### src/rtl/spi_slave_if.sv
// Pin-side and controller-side signal bundle for the SPI slave endpoint.
interface spi_slave_if #(
    parameter int unsigned DATA_WIDTH = 8
);
    logic                  SCLK;
    logic                  CS;
    logic                  MOSI;
    logic                  MISO;
    logic                  misoEn;
    logic [DATA_WIDTH-1:0] slaveDataToSend;
    logic                  slaveLoad;
    logic                  txFull;
    logic [DATA_WIDTH-1:0] slaveDataReceived;
    logic                  rxValid;
    logic                  txUnderrun;
    logic                  aborted;
    logic                  busy;

    modport slave (
        input  SCLK, CS, MOSI, slaveDataToSend, slaveLoad,
        output MISO, misoEn, txFull, slaveDataReceived, rxValid, txUnderrun, aborted, busy
    );

    modport master (
        output SCLK, CS, MOSI, slaveDataToSend, slaveLoad,
        input  MISO, misoEn, txFull, slaveDataReceived, rxValid, txUnderrun, aborted, busy
    );
endinterface

### src/rtl/spi_slave.sv
// SPI slave endpoint: synchronized pins, LSB-first RX shift on SCLK fall,
// TX shift from a holding register onto MISO on SCLK rise.
module spi_slave #(
    parameter int unsigned DATA_WIDTH  = 8,
    parameter int unsigned SYNC_STAGES = 2
) (
    input  logic        clk,
    input  logic        reset,
    spi_slave_if.slave  bus
);
    localparam int unsigned CNT_W = $clog2(DATA_WIDTH + 1);

    typedef enum logic [1:0] {S_IDLE, S_ACTIVE, S_DONE} state_t;

    state_t r_state;
    state_t w_state_nxt;

    logic [SYNC_STAGES-1:0] r_sclk_pipe;
    logic [SYNC_STAGES-1:0] r_cs_pipe;
    logic [SYNC_STAGES-1:0] r_mosi_pipe;
    logic                   r_sclk_prev;
    logic                   r_cs_prev;

    logic w_sclk_s, w_cs_s, w_mosi_s;
    logic w_sclk_rise, w_sclk_fall, w_cs_fall, w_cs_rise;
    logic w_start, w_drive, w_sample, w_last, w_abort, w_stop;

    logic [DATA_WIDTH-1:0] r_tx_hold;
    logic                  r_tx_full;
    logic [DATA_WIDTH-1:0] r_tx_shift;
    logic [DATA_WIDTH-1:0] r_rx_shift;
    logic [DATA_WIDTH-1:0] r_rx_data;
    logic [DATA_WIDTH-1:0] w_rx_next;
    logic [CNT_W-1:0]      r_cnt;
    logic                  r_miso;
    logic                  r_miso_en;
    logic                  r_rx_valid;
    logic                  r_underrun;
    logic                  r_aborted;
    logic                  r_busy;

    // Pin synchronizers; CS idles high so its chain resets to 1.
    always_ff @(posedge clk or negedge reset) begin
        if (!reset) begin
            r_sclk_pipe <= '0;
            r_cs_pipe   <= '1;
            r_mosi_pipe <= '0;
            r_sclk_prev <= 1'b0;
            r_cs_prev   <= 1'b1;
        end else begin
            r_sclk_pipe <= {r_sclk_pipe[SYNC_STAGES-2:0], bus.SCLK};
            r_cs_pipe   <= {r_cs_pipe[SYNC_STAGES-2:0], bus.CS};
            r_mosi_pipe <= {r_mosi_pipe[SYNC_STAGES-2:0], bus.MOSI};
            r_sclk_prev <= w_sclk_s;
            r_cs_prev   <= w_cs_s;
        end
    end

    assign w_sclk_s    = r_sclk_pipe[SYNC_STAGES-1];
    assign w_cs_s      = r_cs_pipe[SYNC_STAGES-1];
    assign w_mosi_s    = r_mosi_pipe[SYNC_STAGES-1];
    assign w_sclk_rise = (w_sclk_s ^ r_sclk_prev) & w_sclk_s;
    assign w_sclk_fall = (w_sclk_s ^ r_sclk_prev) & ~w_sclk_s;
    assign w_cs_fall   = (w_cs_s ^ r_cs_prev) & ~w_cs_s;
    assign w_cs_rise   = (w_cs_s ^ r_cs_prev) & w_cs_s;
    assign w_rx_next   = {w_mosi_s, r_rx_shift[DATA_WIDTH-1:1]};

    always_ff @(posedge clk or negedge reset) begin
        if (!reset) r_state <= S_IDLE;
        else        r_state <= w_state_nxt;
    end

    // A CS rise takes priority over a coincident SCLK fall.
    always_comb begin
        w_state_nxt = r_state;
        case (r_state)
            S_IDLE:   if (w_cs_fall) w_state_nxt = S_ACTIVE;
            S_ACTIVE: begin
                if (w_cs_rise)
                    w_state_nxt = S_IDLE;
                else if (w_sclk_fall && (r_cnt == CNT_W'(DATA_WIDTH - 1)))
                    w_state_nxt = S_DONE;
            end
            S_DONE:   if (w_cs_rise) w_state_nxt = S_IDLE;
            default:  w_state_nxt = S_IDLE;
        endcase
    end

    always_comb begin
        w_start  = 1'b0;
        w_drive  = 1'b0;
        w_sample = 1'b0;
        w_last   = 1'b0;
        w_abort  = 1'b0;
        w_stop   = 1'b0;
        case (r_state)
            S_IDLE:   w_start = w_cs_fall;
            S_ACTIVE: begin
                if (w_cs_rise) begin
                    w_abort = 1'b1;
                    w_stop  = 1'b1;
                end else begin
                    w_drive  = w_sclk_rise;
                    w_sample = w_sclk_fall;
                    w_last   = w_sclk_fall && (r_cnt == CNT_W'(DATA_WIDTH - 1));
                end
            end
            S_DONE:   w_stop = w_cs_rise;
            default:  ;
        endcase
    end

    // Holding register: a load wins over the consume at transfer start.
    always_ff @(posedge clk or negedge reset) begin
        if (!reset) begin
            r_tx_hold <= '0;
            r_tx_full <= 1'b0;
        end else if (bus.slaveLoad) begin
            r_tx_hold <= bus.slaveDataToSend;
            r_tx_full <= 1'b1;
        end else if (w_start) begin
            r_tx_full <= 1'b0;
        end
    end

    always_ff @(posedge clk or negedge reset) begin
        if (!reset) begin
            r_tx_shift <= '0;
            r_rx_shift <= '0;
            r_rx_data  <= '0;
            r_cnt      <= '0;
            r_miso     <= 1'b0;
            r_miso_en  <= 1'b0;
            r_rx_valid <= 1'b0;
            r_underrun <= 1'b0;
            r_aborted  <= 1'b0;
            r_busy     <= 1'b0;
        end else begin
            r_rx_valid <= w_last;
            r_underrun <= w_start & ~r_tx_full;
            r_aborted  <= w_abort;
            r_busy     <= (w_state_nxt != S_IDLE);
            if (w_start) begin
                r_tx_shift <= r_tx_full ? r_tx_hold : '0;
                r_cnt      <= '0;
                r_miso     <= 1'b0;
                r_miso_en  <= 1'b1;
            end
            if (w_drive) begin
                r_miso     <= r_tx_shift[0];
                r_tx_shift <= r_tx_shift >> 1;
            end
            if (w_sample) begin
                r_rx_shift <= w_rx_next;
                r_cnt      <= r_cnt + CNT_W'(1);
            end
            if (w_last) r_rx_data <= w_rx_next;
            if (w_stop) begin
                r_miso    <= 1'b0;
                r_miso_en <= 1'b0;
            end
        end
    end

    assign bus.MISO              = r_miso;
    assign bus.misoEn            = r_miso_en;
    assign bus.txFull            = r_tx_full;
    assign bus.slaveDataReceived = r_rx_data;
    assign bus.rxValid           = r_rx_valid;
    assign bus.txUnderrun        = r_underrun;
    assign bus.aborted           = r_aborted;
    assign bus.busy              = r_busy;
endmodule

### src/flat_wrapper.sv
// flat-port wrapper written by rule: the top's interface ports become plain ports
module spi_slave_flat 
#(
    parameter int unsigned DATA_WIDTH  = 8,
    parameter int unsigned SYNC_STAGES = 2
)
  (clk, reset, bus_SCLK, bus_CS, bus_MOSI, bus_slaveDataToSend, bus_slaveLoad, bus_MISO, bus_misoEn, bus_txFull, bus_slaveDataReceived, bus_rxValid, bus_txUnderrun, bus_aborted, bus_busy);
  spi_slave_if #(.DATA_WIDTH(DATA_WIDTH)) bus_i ();
  input  logic clk;
  input  logic reset;
  input wire logic [$bits(bus_i.SCLK)-1:0] bus_SCLK;
  input wire logic [$bits(bus_i.CS)-1:0] bus_CS;
  input wire logic [$bits(bus_i.MOSI)-1:0] bus_MOSI;
  input wire logic [$bits(bus_i.slaveDataToSend)-1:0] bus_slaveDataToSend;
  input wire logic [$bits(bus_i.slaveLoad)-1:0] bus_slaveLoad;
  output wire logic [$bits(bus_i.MISO)-1:0] bus_MISO;
  output wire logic [$bits(bus_i.misoEn)-1:0] bus_misoEn;
  output wire logic [$bits(bus_i.txFull)-1:0] bus_txFull;
  output wire logic [$bits(bus_i.slaveDataReceived)-1:0] bus_slaveDataReceived;
  output wire logic [$bits(bus_i.rxValid)-1:0] bus_rxValid;
  output wire logic [$bits(bus_i.txUnderrun)-1:0] bus_txUnderrun;
  output wire logic [$bits(bus_i.aborted)-1:0] bus_aborted;
  output wire logic [$bits(bus_i.busy)-1:0] bus_busy;
  assign bus_i.SCLK = bus_SCLK;
  assign bus_i.CS = bus_CS;
  assign bus_i.MOSI = bus_MOSI;
  assign bus_i.slaveDataToSend = bus_slaveDataToSend;
  assign bus_i.slaveLoad = bus_slaveLoad;
  assign bus_MISO = bus_i.MISO;
  assign bus_misoEn = bus_i.misoEn;
  assign bus_txFull = bus_i.txFull;
  assign bus_slaveDataReceived = bus_i.slaveDataReceived;
  assign bus_rxValid = bus_i.rxValid;
  assign bus_txUnderrun = bus_i.txUnderrun;
  assign bus_aborted = bus_i.aborted;
  assign bus_busy = bus_i.busy;
  spi_slave #(.DATA_WIDTH(DATA_WIDTH), .SYNC_STAGES(SYNC_STAGES)) u_core (.clk(clk), .reset(reset), .bus(bus_i));
endmodule
### config.mk
export PLATFORM = sky130hd
export DESIGN_NAME = spi_slave_flat
export DESIGN_NICKNAME = d
export VERILOG_FILES = /design/src/rtl/spi_slave_if.sv /design/src/rtl/spi_slave.sv /design/src/flat_wrapper.sv
export SDC_FILE = /design/constraint.sdc
export NUM_CORES = 1
export LEC_CHECK = 0
export BUFFER_PORTS_ARGS = -buffer_cell sky130_fd_sc_hd__buf_4
export CAP_MARGIN = 20
export CORE_UTILIZATION = 38
export DETAILED_ROUTE_END_ITERATION = 8
export SLEW_MARGIN = 20
export SYNTH_ARGS = -nofsm -noshare
export SYNTH_HDL_FRONTEND = slang
export SYNTH_SLANG_ARGS = --single-unit
export TNS_END_PERCENT = 50
### constraint.sdc
create_clock -name clk -period 1.8 [get_ports clk]
set_input_delay 0.09 -clock clk [delete_from_list [all_inputs] [get_ports clk]]
set_output_delay 0.09 -clock clk [all_outputs]
set_load 0.01 [all_outputs]
==> results of run 1 <==
==> kinds of logic after synthesis <==
group                      count (synthesis)  share of synthesized area
DFF                                       52                      0.622
and+or+nand+nor                           48                      0.118
muxes                                     27                      0.145
AOI/OAI and AO/OA                         18                     0.0584
buffers and inverters                     11                     0.0274
adders and majority gates                  5                     0.0298
==> Yosys cell counts, drive strengths merged (2+ instances only) <==
| library cell | count |
|---|---|
| inv | 4 |
| buf | 3 |
| nand2b | 2 |
| nand3 | 9 |
| a21o | 4 |
| dfstp | 3 |
| a21oi | 2 |
| dfrtp | 49 |
| ha | 5 |
| nor2 | 11 |
| mux2i | 3 |
| clkbuf | 4 |
| and2 | 2 |
| a31oi | 8 |
| nand2 | 13 |
| mux2 | 24 |
| nand3b | 2 |
==> state kept, by name, summed over array words and instances (netlist names), 2 cells and up <==
name	count
u_core.r_mosi_pipe	2
u_core.r_sclk_pipe	2
u_core.r_rx_shift	7
u_core.r_tx_hold	8
u_core.r_state	2
u_core.r_cnt	4
u_core.bus.slaveDataReceived	8
u_core.r_tx_shift	8
u_core.r_cs_pipe	2
==> worst min path at each step <==
| stage | endpoint | start | cells past startpoint |
|---|---|---|---|
| after floorplan | u_core.bus.MISO | reset | 0 |
| after global placement | u_core.bus.slaveDataReceived[2] | reset | 1 |
| after detailed placement | u_core.bus.slaveDataReceived[1] | reset | 1 |
| after CTS | u_core.r_tx_hold[7] | bus_slaveDataToSend[7] | 2 |
| after global routing | u_core.r_tx_hold[6] | bus_slaveDataToSend[6] | 2 |
| final | u_core.r_tx_hold[6] | bus_slaveDataToSend[6] | 2 |
==> area by class of cell <==
class	count	area (sq um)	share of cell area
sequential	52	1310	0.512
multi-input combinational	98	746	0.292
timing repair buffer	39	303	0.119
tap	70	87.6	0.0343
clock buffer	7	86.3	0.0339
inverter	4	15.0	0.00589
clock inverter	1	7.51	0.00294
==> routing by layer <==
metal  wire length, um  track usage  part of all wire
met4                63       0.0712             0.018
met1              1570        0.164              0.44
met5                 0            0                 0
met2              1800        0.230              0.50
met3               140       0.0395             0.039
==> worst register-to-register path, delay by kind of cell, from the launching register on <==
family / cells / cell delay, ps
adder cells (fa/ha/maj): 1 / 200
buffers and inverters: 2 / 310
AND/OR/NAND/NOR: 1 / 400
flip-flops: 1 / 420
AO/OA/AOI/OAI: 1 / 180
multiplexers: 1 / 130
==> what timing repair did <==
action | in CTS | in global routing
endpoints found under the hold margin | 52 | 0
resized for setup | 0 | 1
buffers inserted | 0 | 2
setup endpoints to repair | 0 | 3
hold buffers | 4 | 0
==> metrics by stage <==
stage          setup slack [ps]  area (sq um)  total power, mW   util
2_1_floorplan               100          2100             1.97      -
3_3_place_gp                139          2400             2.14  0.461
3_5_place_dp               46.2          2400             2.19  0.461
4_1_cts                    34.1          2530             2.87  0.487
5_1_grt                    3.37          2550             3.05  0.490
6_report                   56.2          2550             2.84  0.490
==> power by group <==
part / internal [mW] / switching (mW)
Clock: 0.313 / 0.358
Sequential: 1.41 / 0.159
Combinational: 0.319 / 0.278
Total: 2.05 / 0.794
==> summary.txt, run 1 <==
Synth Cell Area: 2100 sq um
Synth Area per Inst: 13.0 sq um
Crit path to: u_core.r_cnt[2]
# placed instances: 257
Top FF cell, synth: dfrtp_1
Largest cells by area after synthesis: dfrtp_1 (58%), mux2_2 (12%), dfstp_2 (3.8%)
# clock sinks: 52
Fin. Hold Viols: 0
R2r startpoint: u_core.r_state[1]
Syn Inst Count: 161
CP Max Fanout: 14
Critical path arrival: 1940 ps
Post-synth EDFFs: 0
Pre-Repair DR Iteration Count: 4
Synth area leader: dfrtp_1
Final cell count without fillers: 271
RSZ-0062 raised after global routing: no
Tightest Pin Transition: 639 ps
Outcome: finished, final reports clean
Ys Warns: 0
CP endpoint kind: register
Full die area: 5830 sq um
Asr flop ratio synth: 1.00
Worst reg2reg path depth: 6
PwrDens: 1110 nW/um^2
Worst path slowest cell: dfrtp_1
Commonest non-fill, non-tap cells in the layout: dfrtp_1 (49), buf_4 (35), mux2_2 (23)
Final Cycle Share: 0.969
Max_slew headroom: 0.574
Clock root buffer: clkbuf_8
Setup TNS: 0 ps
WP data required: 2000 ps
Final setup violation count: 0
Grt total ovfl: 0
Register bit total from synthesis: 52
Vias in the first global route: 1381
Top-area cell type share of the netlist area: 0.584
Crit path time final: 1740 ps
Worst setup path class: reg -> reg
Total GRT Usage: 0.139
Final Max Slew Viols: 0
DIE WIDTH: 76.3 um
Die height: 76.3 um
Post-route ant nets: 0
Number of CTS-inserted buffers: 5
H-tree lvl count: 2
HP Class: in -> reg
CP startpoint: u_core.r_state[1]
WP depth: 6
Initial drt markers: 53
Max Clk Rate: 573 MHz
CP max stage delay: 420 ps
Leakage: 1.25 nW
Initial antenna violation count: 0
Antenna Cells: 0
Setup crit start kind: register
Routed len/inst: 13.2 um
Core Region: 5200 sq um
RePlAce Congestion: 0.765
Max-cap violations: 0
Filler Cell Count: 486
Most common cell after layout, fill and taps aside: dfrtp_1
Layout area overhead: 21.5%
CTS Buffer Depth: 2
Syn nets: 180
WP buf/inv: 2
CP top delay family: flip-flops
CTS tree: done
IO Pins: 29
Vias post-DR: 1309
Layout cells sized above 1: 0.368
Seq/Total Area, Yosys: 0.622
Distinct cells, synth: 32
DRT Wirelength: 3.58 mm
Worst hold slack: 19.5 ps
Crit-path cells: inv_1 -> ha_2 -> or3b_1 -> buf_4 -> mux2i_1 -> a21o_1
Maximum vdd drop: 0.731 mV
First-pass GRT wire length: 6.28 mm
Nets: 219
Clk_skew: 6.67 ps
Clock latency on the worst-skew pair: 300 ps
RR Endpoint: u_core.r_cnt[2]
R2R Setup Slk: 60 ps
DRC Markers: 0
Worst-path clk slew: 90 ps
Via-to-Cell Ratio: 4.83
Maximum number of pins on one net before global-route repair: 53
Core Rows: 26
Buffers on Ports: 28
Sum of net half-perimeters after detailed placement: 2.46 mm
Initial Util: 0.403
Power figures use the tool's default switching activity.
==> run 2, diff against run 1 <==
Settings changed: BUFFER_PORTS_ARGS -buffer_cell sky130_fd_sc_hd__buf_4 to -buffer_cell sky130_fd_sc_hd__buf_2.
==> summary.txt, run 2 (synthesis results as in run 1) <==
Leakage: 1.24 nW
Crit path time final: 1730 ps
Buffers on Ports: 28
Pre-CTS WS: 28.5 ps
Setup TNS: 0 ps
Layout area overhead: 17.9%
Setup Fix Bufs, Post-CTS: 0
Post-route ant nets: 0
PnR worst setup slack: 74.1 ps
Full die area: 5830 sq um
Most common cell after layout, fill and taps aside: dfrtp_1
DRT Wirelength: 3.43 mm
Clock latency on the worst-skew pair: 300 ps
Initial drt markers: 59
Final Cycle Share: 0.959
Worst-path clk slew: 90 ps
Number of CTS-inserted buffers: 5
# placed instances: 258
Die height: 76.3 um
Post-Route Utilization: 0.475
Core Region: 5200 sq um
Worst reg2reg path depth: 5
CP endpoint kind: register
Pre-Repair DR Iteration Count: 4
First-pass GRT wire length: 5.95 mm
H-tree lvl count: 2
Critical path arrival: 1920 ps
Worst path slowest cell: dfrtp_1
Final Max Slew Viols: 0
Crit-path cells: inv_1 -> ha_2 -> or3b_4 -> mux2_4 -> a21o_1
WP data required: 2000 ps
RePlAce Congestion: 0.745
RR Endpoint: u_core.r_cnt[3]
Maximum vdd drop: 0.477 mV
# clock sinks: 52
CTS tree: done
Final setup violation count: 0
Core Rows: 26
RSZ-0062 raised after global routing: no
Fin. Hold Viols: 0
Max-cap violations: 0
Initial antenna violation count: 0
Crit path to: u_core.r_cnt[3]
DRC Markers: 0
Hold Path Stages: 2
CP max stage delay: 420 ps
Final cell count without fillers: 269
CTS Buffer Depth: 2
Nets: 218
R2R Setup Slk: 70 ps
Clock root buffer: clkbuf_8
Via-to-Cell Ratio: 4.86
Vias in the first global route: 1348
Worst setup path class: reg -> reg
Outcome: finished, final reports clean
Setup crit start kind: register
Vias post-DR: 1308
Clk_skew: 7.51 ps
CP Max Fanout: 5
Max_slew headroom: 0.665
PwrDens: 1110 nW/um^2
Maximum number of pins on one net before global-route repair: 34
Routed len/inst: 12.8 um
Grt total ovfl: 0
Total GRT Usage: 0.133
R2r startpoint: u_core.r_state[1]
CP startpoint: u_core.r_state[1]
Tightest Pin Transition: 490 ps
Commonest non-fill, non-tap cells in the layout: dfrtp_1 (49), buf_2 (28), mux2_2 (23)
Filler Cell Count: 493
Max Clk Rate: 579 MHz
Sum of net half-perimeters after detailed placement: 2.50 mm
HP Class: in -> reg
Worst hold slack: 26.0 ps
Initial Util: 0.403
Layout cells sized above 1: 0.367
Antenna Cells: 0
IO Pins: 29
DIE WIDTH: 76.3 um
[run 2: cell types whose count changed in the layout (fill, tap and decap cells not counted)]
cell        previous run  this run
buf_4                 35         4
buf_6                  0         1
clkbuf_8               6         5
clkinvlp_4             1         0
or3b_1                 1         0
buf_12                 0         1
buf_2                  0        28
or3b_4                 0         1
clkinv_2               0         1
[run 2: area by class of cell]
| cell class | count | area (sq um) | area share |
|---|---|---|---|
| flip-flops and latches | 52 | 1310 | 0.527 |
| repair buffers | 38 | 241 | 0.0976 |
| multi-input cells | 98 | 748 | 0.302 |
| well taps | 70 | 87.6 | 0.0354 |
| clock inverters | 1 | 5.00 | 0.00202 |
| clock buffers | 6 | 72.6 | 0.0293 |
| inverters | 4 | 15.0 | 0.00607 |
[run 2: how the worst min path moves through the flow]
stage                           start                         endpoint  slack, ps
2_1_floorplan                   reset                  u_core.bus.MISO       -210
4_1_cts        bus_slaveDataToSend[7]              u_core.r_tx_hold[7]         10
3_3_place_gp                    reset  u_core.bus.slaveDataReceived[1]         60
6_report       bus_slaveDataToSend[6]              u_core.r_tx_hold[6]         30
5_1_grt        bus_slaveDataToSend[6]              u_core.r_tx_hold[6]         10
3_5_place_dp                    reset  u_core.bus.slaveDataReceived[1]         80
[run 2: power breakdown]
group / switching, mW / internal (mW)
Combinational: 0.285 / 0.301
Clock: 0.343 / 0.265
Sequential: 0.152 / 1.41
Total: 0.780 / 1.98
[run 2: timing repair]
item | in CTS | in global routing
gates resized for setup | 0 | 3
endpoints found under the setup margin | 0 | 10
hold buffers | 4 | 0
endpoints found under the hold margin | 19 | 0
[run 2: metal layers]
layer / part of all wire / GRT usage / up-vias
li1: - / - / 629
met2: 0.52 / 0.227 / 27
met5: 0 / 0 / -
met3: 0.042 / 0.0395 / 5
met1: 0.43 / 0.148 / 647
met4: 0.014 / 0.0731 / 0
[run 2: worst max-delay path, delay by kind of cell, from the launching register on]
kind / cells / cell delay, ps
flops: 1 / 420
fa+ha+maj: 1 / 220
mux: 1 / 310
compound gates: 1 / 180
simple gates: 1 / 400
buf+inv: 1 / 110
[run 2: metrics by stage]
stage,instance area (sq um),power [mW]
floorplan,2100,1.97
global placement,2350,2.12
global route,2470,2.95
detailed placement,2350,2.17
finish,2470,2.76
CTS,2470,2.79
==> run 3, diff against run 2 <==
Settings changed: CELL_PAD_IN_SITES_DETAIL_PLACEMENT set to 1, CELL_PAD_IN_SITES_GLOBAL_PLACEMENT set to 2, CORE_UTILIZATION 38 to 34, PLACE_DENSITY_LB_ADDON set to 0.1.
==> summary.txt, run 3 (synthesis results as in run 1) <==
Final Cycle Share: 0.965
Initial antenna violation count: 0
Worst path slowest cell: dfrtp_1
Critical path arrival: 1940 ps
Final Max Slew Viols: 0
CP startpoint: u_core.r_state[1]
Outcome: finished, final reports clean
Sum of net half-perimeters after detailed placement: 2.83 mm
RSZ-0062 raised after global routing: no
Clock power frac: 0.245
Vias post-DR: 1325
# clock sinks: 52
Final setup violation count: 0
Grt total ovfl: 0
Worst-path clk slew: 100 ps
Total GRT Usage: 0.143
Via-to-Cell Ratio: 4.82
CP max stage delay: 420 ps
IO Pins: 29
Number of CTS-inserted buffers: 5
Fin. Hold Viols: 0
H-tree lvl count: 2
Leakage: 1.24 nW
R2r startpoint: u_core.r_state[1]
Worst Hold Launch: bus_slaveDataToSend[7]
RR Endpoint: u_core.r_cnt[3]
Area of placed instances: 2340 sq um
Crit path time final: 1740 ps
HP Class: in -> reg
Commonest non-fill, non-tap cells in the layout: dfrtp_1 (49), buf_2 (28), mux2_2 (23)
Die height: 80.6 um
CTS Buffer Depth: 2
Tightest Pin Transition: 667 ps
WP data required: 2000 ps
Layout cells sized above 1: 0.380
Vias in the first global route: 1438
Comb power frac: 0.211
DRT Wirelength: 4.04 mm
WHS Endpoint: u_core.r_tx_hold[7]
Most common cell after layout, fill and taps aside: dfrtp_1
Pre-Repair DR Iteration Count: 4
Initial Util: 0.353
Filler Cell Count: 673
CP Max Fanout: 5
Initial drt markers: 41
Design Area, Final: 2490 sq um
Switching Power: 0.853 mW
Setup Fix Bufs, Post-CTS: 0
Routed len/inst: 14.7 um
PnR worst setup slack: 62.3 ps
Internal power: 2.04 mW
RePlAce Congestion: 0.788
Max-cap violations: 0
Buffers on Ports: 28
First-pass GRT wire length: 6.97 mm
Switching share of power: 0.295
Maximum number of pins on one net before global-route repair: 53
Clk_skew: 7.73 ps
R2R Setup Slk: 60 ps
Nets: 218
Antenna Cells: 0
Full die area: 6490 sq um
Crit-path cells: inv_1 -> ha_2 -> or3b_1 -> mux2_4 -> a21o_1
Clock root buffer: clkbuf_8
Worst setup path class: reg -> reg
Maximum vdd drop: 0.445 mV
Setup TNS: 0 ps
DRC Markers: 0
Pre-CTS WS: 46.5 ps
PwrDens: 1160 nW/um^2
CP endpoint kind: register
DIE WIDTH: 80.6 um
Worst reg2reg path depth: 5
Hold Path Stages: 2
CTS tree: done
Max_slew headroom: 0.556
Max Clk Rate: 575 MHz
Worst hold slack: 16.7 ps
Sequential Power Share: 0.544
Post-route ant nets: 0
Clock latency on the worst-skew pair: 300 ps
Setup crit start kind: register
Core Region: 5960 sq um
Core Rows: 28
Layout area overhead: 18.8%
[run 3: changes by cell type in the layout (fill, tap and decap cells not counted)]
cell / previous run / this run
or3b_1: 0 / 1
a2111oi_0: 1 / 0
inv_6: 0 / 1
ha_1: 4 / 3
a2111oi_2: 0 / 1
clkbuf_8: 5 / 6
or3b_4: 1 / 0
ha_2: 1 / 2
buf_12: 1 / 0
buf_4: 4 / 5
clkbuf_1: 1 / 0
[run 3: critical path, delay by kind of cell, from the launching register on]
family,cells,cell delay (ps)
buffers and inverters,1,100
multiplexers,1,310
AO/OA/AOI/OAI,1,170
flip-flops,1,420
AND/OR/NAND/NOR,1,410
adder cells (fa/ha/maj),1,220
[run 3: power by group through the flow]
stage | Sequential, mW | Combinational (mW) | Clock, mW
floorplan | 1.56 | 0.407 | 0
global placement | 1.58 | 0.558 | 0
detailed placement | 1.60 | 0.586 | 0
CTS | 1.58 | 0.599 | 0.737
global route | 1.61 | 0.700 | 0.767
finish | 1.57 | 0.610 | 0.708
[run 3: area by class of cell]
type	instances	area, sq um	share of cell area
Inverter	4	15.0	0.00602
Sequential cell	52	1310	0.523
Timing Repair Buffer	38	229	0.0918
Multi-Input combinational cell	98	754	0.303
Tap cell	75	93.8	0.0376
Clock buffer	6	82.6	0.0331
Clock inverter	2	13.8	0.00552
[run 3: worst max-delay path by stage]
stage	end	slack [ps]	cells after the start
CTS	u_core.r_cnt[2]	30	6
finish	u_core.r_cnt[3]	60	5
global route	u_core.r_cnt[3]	20	6
global placement	u_core.r_cnt[2]	110	6
detailed placement	u_core.r_cnt[2]	50	6
floorplan	u_core.r_cnt[3]	100	6
[run 3: per-stage QoR]
step | utilization | total power [mW] | std cells
final | 0.419 | 2.89 | 275
after global routing | 0.419 | 3.08 | 275
after CTS | 0.416 | 2.91 | 275
after detailed placement | 0.393 | 2.18 | 263
after global placement | 0.393 | 2.14 | 263
after floorplan | - | 1.97 | 161
[run 3: routing by layer]
layer,vias up,global-route usage,wire length (um)
li1,631,-,-
met1,673,0.181,1870
met2,17,0.236,2010
met3,4,0.0341,117
met4,0,0.0482,42
met5,-,0,0
[run 3: repair_timing]
| item | 4_1_cts | 5_1_grt |
|---|---|---|
| hold buffers | 4 | 0 |
| endpoints found under the hold margin | 52 | 0 |
| setup endpoints to repair | 1 | 9 |
| gates resized for setup | 1 | 4 |
| cloned | 0 | 0 |
| pin swaps | 0 | 0 |
